### src/rtl/mem_stage_pkg.sv
// Shared definitions for the MEM-stage controller of the LEGv8 pipeline.
// Provides the access-FSM state encoding and default widths.
package mem_stage_pkg;

  localparam int DEF_DATA_W  = 64;
  localparam int DEF_REG_W   = 5;
  localparam int DEF_TIMEOUT = 255;

  // IDLE     : ready to accept the instruction leaving EX/MEM
  // REQ      : data-memory request presented, waiting for ready
  // WAIT_RSP : load request accepted, waiting for read data
  typedef enum logic [1:0] {
    IDLE     = 2'd0,
    REQ      = 2'd1,
    WAIT_RSP = 2'd2
  } state_e;

endpackage

### src/rtl/mem_timeout_cnt.sv
// Access watchdog for the MEM stage.
// Counts cycles while en_i is high; clr_i has priority and zeroes the count.
// expired_o is high in the cycle that would be the TIMEOUT-th counted cycle,
// so the owner can abort on that same edge.
//   clk, rst_n : clock, asynchronous active-low reset
//   clr_i      : clear count
//   en_i       : count this cycle
//   expired_o  : this enabled cycle is the TIMEOUT-th one
module mem_timeout_cnt #(
  parameter int TIMEOUT = 255
) (
  input  logic clk,
  input  logic rst_n,
  input  logic clr_i,
  input  logic en_i,
  output logic expired_o
);

  localparam int CNT_W = (TIMEOUT < 1) ? 1 : $clog2(TIMEOUT + 1);
  localparam logic [CNT_W-1:0] LAST = CNT_W'(TIMEOUT - 1);

  logic [CNT_W-1:0] cnt_q, cnt_d;

  always_comb begin
    cnt_d = cnt_q;
    if (clr_i)     cnt_d = '0;
    else if (en_i) cnt_d = cnt_q + CNT_W'(1);
  end

  always_ff @(posedge clk or negedge rst_n) begin
    if (!rst_n) cnt_q <= '0;
    else        cnt_q <= cnt_d;
  end

  assign expired_o = en_i && (cnt_q == LAST);

endmodule

### src/rtl/mem_stage_ctrl.sv
// MEM-stage controller: consumer end of the EX/MEM pipeline register.
// Resolves branches combinationally, runs data-memory accesses over a
// valid/ready request + valid response handshake, stalls upstream while an
// access is outstanding, and delivers registered WB fields toward MEM/WB.
//   ex_valid, isZeroBranch, isUnconBranch, memRead, memwrite, regwrite,
//   mem2reg, shifted_PC, alu_zero, alu_result, write_data_mem, write_reg
//                         : fields leaving EX/MEM
//   dm_req_* / dm_rsp_*   : data-memory request / response channels
//   stall                 : hold IF/ID/EX and EX/MEM
//   pc_src, branch_target, flush : branch redirect
//   wb_*                  : registered WB-stage fields, wb_valid is a 1-cycle pulse
//   mem_timeout           : sticky flag, an access was aborted by the watchdog
module mem_stage_ctrl
  import mem_stage_pkg::*;
#(
  parameter int DATA_W  = DEF_DATA_W,
  parameter int REG_W   = DEF_REG_W,
  parameter int TIMEOUT = DEF_TIMEOUT
) (
  input  logic              clk,
  input  logic              rst_n,
  input  logic              ex_valid,
  input  logic              isZeroBranch,
  input  logic              isUnconBranch,
  input  logic              memRead,
  input  logic              memwrite,
  input  logic              regwrite,
  input  logic              mem2reg,
  input  logic [DATA_W-1:0] shifted_PC,
  input  logic              alu_zero,
  input  logic [DATA_W-1:0] alu_result,
  input  logic [DATA_W-1:0] write_data_mem,
  input  logic [REG_W-1:0]  write_reg,
  output logic              dm_req_valid,
  input  logic              dm_req_ready,
  output logic              dm_req_we,
  output logic [DATA_W-1:0] dm_req_addr,
  output logic [DATA_W-1:0] dm_req_wdata,
  input  logic              dm_rsp_valid,
  input  logic [DATA_W-1:0] dm_rsp_rdata,
  output logic              stall,
  output logic              pc_src,
  output logic [DATA_W-1:0] branch_target,
  output logic              flush,
  output logic              wb_valid,
  output logic              wb_regwrite,
  output logic              wb_mem2reg,
  output logic [DATA_W-1:0] wb_read_data,
  output logic [DATA_W-1:0] wb_alu_result,
  output logic [REG_W-1:0]  wb_write_reg,
  output logic              mem_timeout
);

  state_e              state_q;
  logic                req_valid_q, req_we_q;
  logic [DATA_W-1:0]   req_addr_q, req_wdata_q;
  // WB fields of the in-flight memory op, released on completion
  logic                pend_regwrite_q, pend_mem2reg_q;
  logic [REG_W-1:0]    pend_write_reg_q;
  logic                wb_valid_q, wb_regwrite_q, wb_mem2reg_q;
  logic [DATA_W-1:0]   wb_read_data_q, wb_alu_result_q;
  logic [REG_W-1:0]    wb_write_reg_q;
  logic                mem_timeout_q;

  logic                accept, is_mem;
  logic                fin, go_wait, abort, expired;
  logic [DATA_W-1:0]   fin_rdata;

  assign accept = ex_valid && (state_q == IDLE);
  assign is_mem = memRead || memwrite;

  // Branch resolution is independent of any memory flags on the same op
  assign pc_src        = accept && (isUnconBranch || (isZeroBranch && alu_zero));
  assign flush         = pc_src;
  assign branch_target = shifted_PC;

  assign stall = (state_q != IDLE) || (accept && is_mem);

  // Completion decode for the access in flight
  always_comb begin
    fin       = 1'b0;
    go_wait   = 1'b0;
    fin_rdata = '0;
    case (state_q)
      REQ: begin
        if (dm_req_ready) begin
          if (req_we_q) begin
            fin = 1'b1;
          end else if (dm_rsp_valid) begin
            fin       = 1'b1;
            fin_rdata = dm_rsp_rdata;
          end else begin
            go_wait = 1'b1;
          end
        end
      end
      WAIT_RSP: begin
        if (dm_rsp_valid) begin
          fin       = 1'b1;
          fin_rdata = dm_rsp_rdata;
        end
      end
      default: ;
    endcase
  end

  // A completion on the expiry edge wins over the abort
  assign abort = expired && !fin;

  mem_timeout_cnt #(
    .TIMEOUT (TIMEOUT)
  ) u_timeout (
    .clk       (clk),
    .rst_n     (rst_n),
    .clr_i     ((state_q == IDLE) || fin || abort),
    .en_i      (state_q != IDLE),
    .expired_o (expired)
  );

  always_ff @(posedge clk or negedge rst_n) begin
    if (!rst_n) begin
      state_q          <= IDLE;
      req_valid_q      <= 1'b0;
      req_we_q         <= 1'b0;
      req_addr_q       <= '0;
      req_wdata_q      <= '0;
      pend_regwrite_q  <= 1'b0;
      pend_mem2reg_q   <= 1'b0;
      pend_write_reg_q <= '0;
      wb_valid_q       <= 1'b0;
      wb_regwrite_q    <= 1'b0;
      wb_mem2reg_q     <= 1'b0;
      wb_read_data_q   <= '0;
      wb_alu_result_q  <= '0;
      wb_write_reg_q   <= '0;
      mem_timeout_q    <= 1'b0;
    end else begin
      wb_valid_q <= 1'b0;
      case (state_q)
        IDLE: begin
          if (accept && is_mem) begin
            state_q          <= REQ;
            req_valid_q      <= 1'b1;
            req_we_q         <= memwrite;
            req_addr_q       <= alu_result;
            req_wdata_q      <= write_data_mem;
            pend_regwrite_q  <= regwrite;
            pend_mem2reg_q   <= mem2reg;
            pend_write_reg_q <= write_reg;
          end else if (accept) begin
            wb_valid_q      <= 1'b1;
            wb_regwrite_q   <= regwrite;
            wb_mem2reg_q    <= mem2reg;
            wb_read_data_q  <= '0;
            wb_alu_result_q <= alu_result;
            wb_write_reg_q  <= write_reg;
          end
        end
        REQ: begin
          if (fin || abort) begin
            state_q     <= IDLE;
            req_valid_q <= 1'b0;
          end else if (go_wait) begin
            state_q     <= WAIT_RSP;
            req_valid_q <= 1'b0;
          end
        end
        WAIT_RSP: begin
          if (fin || abort) state_q <= IDLE;
        end
        default: state_q <= IDLE;
      endcase

      // Retire the memory op; an aborted access must not write the register file
      if (fin || abort) begin
        wb_valid_q      <= 1'b1;
        wb_regwrite_q   <= pend_regwrite_q && !abort;
        wb_mem2reg_q    <= pend_mem2reg_q;
        wb_read_data_q  <= fin_rdata;
        wb_alu_result_q <= req_addr_q;
        wb_write_reg_q  <= pend_write_reg_q;
      end
      if (abort) mem_timeout_q <= 1'b1;
    end
  end

  assign dm_req_valid  = req_valid_q;
  assign dm_req_we     = req_we_q;
  assign dm_req_addr   = req_addr_q;
  assign dm_req_wdata  = req_wdata_q;
  assign wb_valid      = wb_valid_q;
  assign wb_regwrite   = wb_regwrite_q;
  assign wb_mem2reg    = wb_mem2reg_q;
  assign wb_read_data  = wb_read_data_q;
  assign wb_alu_result = wb_alu_result_q;
  assign wb_write_reg  = wb_write_reg_q;
  assign mem_timeout   = mem_timeout_q;

endmodule

### config.mk
export PLATFORM = sky130hd
export DESIGN_NAME = mem_stage_ctrl
export DESIGN_NICKNAME = d
export VERILOG_FILES = /design/src/rtl/mem_stage_pkg.sv /design/src/rtl/mem_timeout_cnt.sv /design/src/rtl/mem_stage_ctrl.sv
export SDC_FILE = /design/constraint.sdc
export NUM_CORES = 1
export LEC_CHECK = 0
export BUFFER_PORTS_ARGS = -buffer_cell sky130_fd_sc_hd__buf_2
export CAP_MARGIN = 20
export CORE_AREA = 2 2 236 238
export DETAILED_ROUTE_END_ITERATION = 10
export DIE_AREA = 0 0 238 240
export HOLD_SLACK_MARGIN = 0.02
export PLACE_DENSITY = 0.55
export RECOVER_POWER = 50
export SLEW_MARGIN = 20
export SYNTH_ARGS = -nofsm -noshare
export SYNTH_HDL_FRONTEND = slang
export SYNTH_SLANG_ARGS = --single-unit
### constraint.sdc
create_clock -name clk -period 2.2 [get_ports clk]
set_input_delay 0.33 -clock clk [delete_from_list [all_inputs] [get_ports clk]]
set_output_delay 0.33 -clock clk [all_outputs]
set_load 0.05 [all_outputs]
==> impl_metrics.ini, run 1 <==
[setup_path]
worstPathArrival_ps = 1750
cp-start-kind = flip-flop
cp_common_cell = buf_6
critPathKind = flip-flop to output port
path_cells = inv_2 > ha_4 > nand2_2 > buf_6 > nor2_2 > buf_6 > buf_8
slowest_delay_ps = 400
worst-path-max-fanout = 4
slowest_stage = dfrtp_1
end_kind = output port
cp.required_ps = 1870

[sta]
min_period_ps = 2083
setup_viol = 0
tightestPinTransition_ps = 1497
slew_viol_final = 0
hold_viol = 0
min_period_over_period_pct = 94.67
tns_ps = 0
skew_ps = 19.66
hold_ws_ps = 59.47
maxSlewHeadroom_pct = 0.2209
max_clock_freq_mhz = 480.1
setup_slack_ps = 117.3
rsz0062_at_grt = false

[clocking]
cts_sinks = 284
cts_root_buf = clkbuf_16
cts_tree = done
clkTransAtPathRegs_ps = 60
ctsHtreeMaxLevel = 2
clock_latency_ps = 530
max-clock-path-buffers = 3
cts_buffers = 35

[yosys]
synth_area_um2 = 11840
ys_ff_latch = 284
synth_cells = 887
yosys_warnings = 0
avgSynthCellArea_um2 = 13.35
ys.flop_type = dfrtp_1
synthesis.nets = 1166
async_reset_ff_share_pct = 100.0
ys_seq_area_share_pct = 60.02
ys_types = 37
synth_edf_count = 0

[place]
place_ws_ps = 83.05
hpwl_um = 25610
gp_congestion = 0.7215
portBuffers = 478

[global_routing]
grt_pass1_wl_um = 57590
grt_overflow_total = 0
grt_antenna_before_repair = 6
grt_max_degree = 66
grt_pass1_vias = 10190
track_usage_pct = 12.84

[route]
num_vias = 9629
routed_wl_um = 38810
drc_errors = 0
drt_first_pass_iters = 4
postRouteAntennaNets = 0
avgRoutedWirePerCell_um = 17.45
drt-initial-drc-count = 280
vias_per_cell = 4.330

[die]
coreArea_um2 = 54660
pin_count = 607
std_cell_rows = 86
die_area_um2 = 57120
initial_core_util_pct = 21.66
die_w_um = 238
die_h_um = 240

[power]
p_per_area_nw_per_um2 = 1721
p_total_uw = 30460
power_leakage_uw = 0.008000
vdd_ir_drop_max_v = 0.001109

[cells_and_area]
area.growth.synth_to_final_pct = 49.52
fin_util_pct = 32.39
layout-drive-gt1-share_pct = 40.95
fin_nets = 1775

[hold_path]
hold_path.class = input port to flip-flop

[flow_run]
drv_cap = 0

[outcome]
outcome = finished, final reports clean
[power by group]
group | switching [µW] | internal [µW] | total, µW
logic | 11600 | 4340 | 16000
clock network | 2220 | 3380 | 5600
registers | 1340 | 7580 | 8910
[cells in the final DEF, fill, tap and decap left out, types with 6 or more instances in the layout]
cell / n
clkbuf_16: 35
buf_2: 373
nor3_1: 8
buf_12: 19
o21ai_1: 26
buf_4: 23
dlygate4sd3_1: 173
o21ai_0: 115
a22o_1: 64
mux2i_1: 71
mux2_2: 135
clkbuf_8: 6
clkbuf_1: 113
dfrtp_1: 284
[cell usage after synthesis (all sizes together) (2+ instances only)]
| master | n | area [µm²] |
|---|---|---|
| nor3 | 10 | 55.05 |
| a22o | 64 | 560.5 |
| nor2 | 4 | 15.01 |
| and4 | 2 | 20.02 |
| xor2 | 5 | 43.79 |
| dfrtp | 284 | 7107 |
| nand4 | 3 | 18.77 |
| nand3 | 4 | 20.02 |
| mux2 | 136 | 1531 |
| inv | 5 | 18.77 |
| o31ai | 2 | 15.01 |
| ha | 6 | 75.07 |
| nor2b | 2 | 12.51 |
| mux2i | 71 | 710.7 |
| a21oi | 3 | 15.01 |
| a31oi | 2 | 12.51 |
| buf | 97 | 688.2 |
| o21ai | 142 | 710.7 |
| clkbuf | 30 | 113.9 |
| nand2 | 5 | 18.77 |
[what timing repair did]
| action | 4_1_cts | 5_1_grt |
|---|---|---|
| endpoints found under the hold margin | 219 | 0 |
| setup buffers | 5 | 4 |
| gates resized for setup | 12 | 3 |
| setup endpoints to repair | 3 | 145 |
| pin swaps | 1 | 3 |
| hold buffers | 173 | 0 |
[final cells by class]
| cell class | count | area, µm² |
|---|---|---|
| Timing Repair Buffer | 699 | 4617 |
| Multi-Input combinational cell | 471 | 3974 |
| Antenna cell | 1 | 2.502 |
| Tap cell | 704 | 880.8 |
| Sequential cell | 284 | 7107 |
| Inverter | 5 | 18.77 |
| Fill cell | 5486 | 36960 |
| Clock inverter | 8 | 103.9 |
| Clock buffer | 52 | 999.7 |
[worst max-delay path, delay by kind of cell (launching register included)]
family	cells	cell delay [ps]
adders and majority gates	1	140
and+or+nand+nor	2	170
buffers and inverters	4	500
DFF	1	400
[path summary, 6_finish.rpt]
check                                from  cells past startpoint               end  slack (ps)
min                        alu_result[22]                      2   dm_req_addr[22]          60
min reg2reg                   mem_timeout                      1       mem_timeout         470
min in group asynchronous           rst_n                      2  wb_read_data[52]         760
max in group asynchronous           rst_n                      3   dm_req_addr[23]         320
max reg2reg                    state_q[0]                      8  wb_read_data[10]         150
max                            state_q[0]                      7            pc_src         120
[kinds of logic after synthesis]
family,count (synthesis),synth area share [%]
AND/OR/NAND/NOR,34,1.596
multiplexers,207,18.94
AO/OA/AOI/OAI,218,11.43
buffers and inverters,132,6.932
flip-flops,284,60.02
adder cells (fa/ha/maj),6,0.6340
XOR/XNOR,6,0.4438
[routing by layer]
metal  track usage [%]  wire length (µm)  up-vias
met5                 0                67        -
met3             4.524              3110      102
li1                  -                 -     4340
met2             22.61             19240      389
met4             5.777              1445       10
met1             13.87             14950     4788
[per-stage QoR]
stage | std cells | cell area [µm²]
CTS | 2219 | 17820
global route | 2224 | 17700
detailed placement | 1981 | 14910
finish | 2224 | 17700
global placement | 1981 | 14910
floorplan | 887 | 11840
Power figures use the tool's default switching activity.
==> run 2, diff against run 1 <==
--- a/config.mk
+++ b/config.mk
@@ -13,6 +13,7 @@
 export HOLD_SLACK_MARGIN = 0.02
 export PLACE_DENSITY = 0.55
 export RECOVER_POWER = 50
+export REMOVE_ABC_BUFFERS = 1
 export SLEW_MARGIN = 20
 export SYNTH_ARGS = -nofsm -noshare
 export SYNTH_HDL_FRONTEND = slang
==> run 2 against run 1 <==
Die area stayed put; power decreased by 1.2%; clock-buffer cell count down 3; largest power group unchanged; global-route usage up 1.7 points; final area down 3.4%; sequential share of layout area grew 1.4 points; core utilization decreased by 1.1 points; critical path depth is 2 lower; fmax grew 1.0%; clock skew is 2.4 ps higher.
==> impl_metrics.ini, run 2 (synthesized netlist as in run 1, its figures left out) <==
[sta]
min_period_over_period_pct = 93.69
maxSlewHeadroom_pct = 26.55
max_clock_freq_mhz = 485.1
rsz0062_at_grt = false
min_period_ps = 2061
setup_slack_ps = 138.8
tns_ps = 0
tightestPinTransition_ps = 1102
hold_viol = 0
skew_ps = 22.04
slew_viol_final = 0
setup_viol = 0

[setup_path]
cp-start-kind = flip-flop
worstPathArrival_ps = 1730
r2r-end = wb_read_data[44]
end_kind = output port
reg2reg_slack_ps = 230
r2r_start = state_q[0]
worst-path-max-fanout = 7
rr_worst_depth = 7
critPathKind = flip-flop to output port
cp.required_ps = 1870

[clocking]
ctsHtreeMaxLevel = 2
cts_sinks = 284
cts_root_buf = clkbuf_16
clock_latency_ps = 530
cts_tree = done
max-clock-path-buffers = 3
clkTransAtPathRegs_ps = 60
cts_buffers = 34

[die]
initial_core_util_pct = 21.66
die_w_um = 238
die_h_um = 240
pin_count = 607
coreArea_um2 = 54660
std_cell_rows = 86
die_area_um2 = 57120

[power]
power_leakage_uw = 0.007756
p_per_area_nw_per_um2 = 1760
vdd_ir_drop_max_v = 0.001090

[global_routing]
grt_antenna_before_repair = 2
grt_overflow_total = 0
track_usage_pct = 14.49
grt_pass1_vias = 10200
grt_max_degree = 67
grt_pass1_wl_um = 62760

[cells_and_area]
layout_commonest_cell = buf_2
diodes = 0
area.growth.synth_to_final_pct = 44.44
fin_area_um2 = 17100
layout-drive-gt1-share_pct = 41.81
fin_util_pct = 31.29
mostFrequentLayoutCells = 375 x buf_2, 284 x dfrtp_1, 135 x mux2_2
fillers = 5549
fin_nets = 1726

[place]
hpwl_um = 30410
place_ws_ps = 138.8
dpl_cell_area_um2 = 14880
portBuffers = 478
gp_congestion = 0.7863

[route]
avgRoutedWirePerCell_um = 19.96
routed_wl_um = 43410
vias_per_cell = 4.431
num_vias = 9637
postRouteAntennaNets = 0
drt-initial-drc-count = 446
drc_errors = 0
drt_first_pass_iters = 5

[hold_path]
hold_path.class = input port to flip-flop
worst_hold_startpoint = alu_result[18]
holdPathEnd = dm_req_addr[18]
hold_depth = 2

[flow_run]
drv_cap = 0

[outcome]
outcome = finished, final reports clean
==> run 2: routing by layer <==
metal  part of all wire [%]  GRT usage [%]  vias up
met2                     45          22.37      524
met5                   0.92          5.455        -
met4                    2.3          4.091       10
met3                     13          8.553       71
li1                       -              -     4253
met1                     39          16.54     4779
==> run 2: worst max-delay path by stage <==
| stage | slack, ps | from | endpoint |
|---|---|---|---|
| finish | 140 | state_q[0] | pc_src |
| global route | 5 | state_q[0] | pc_src |
| CTS | 30 | state_q[1] | stall |
| detailed placement | 140 | state_q[1] | wb_alu_result[53] |
| global placement | 190 | state_q[0] | dm_req_wdata[17] |
| floorplan | -9730 | state_q[1] | wb_read_data[0] |
==> run 2: worst max-delay path: stages (launching register included) <==
cell and delay, ps:
dfrtp_1 410, inv_2 110, ha_4 180, nand2_1 90
nor2_2 180, buf_4 230
==> run 2: final cells by class <==
cell class	count	area [µm²]	share of cell area, %
Sequential cell	284	7107	41.56
Timing Repair Buffer	651	4043	23.64
Multi-Input combinational cell	471	3971	23.22
Clock buffer	49	988.4	5.780
Clock inverter	11	92.59	0.5414
Inverter	5	18.77	0.1097
Tap cell	704	880.8	5.151
==> run 2: per-stage QoR <==
stage | std cells | hold WS (ps) | power [µW]
CTS | 2175 | 20.12 | 30590
global route | 2175 | 25.83 | 31580
global placement | 1985 | 354.7 | 24440
detailed placement | 1985 | 352.8 | 24710
finish | 2175 | 61.09 | 30100
floorplan | 760 | 34.41 | 20490
==> run 2: repair_timing <==
action,CTS,global route
resized for setup,8,4
endpoints found under the setup margin,3,54
hold endpoints to repair,180,0
hold buffers,129,0
cloned,0,0
setup buffers,1,0
pin swaps,1,0
==> run 2: power breakdown <==
part / switching [µW] / internal, µW / leakage [µW] / total [µW]
logic: 11500 / 4110 / 0.00372 / 15600
clock network: 2220 / 3250 / 0.000530 / 5470
registers: 1430 / 7580 / 0.00350 / 9000
total: 15200 / 14900 / 0.00776 / 30100
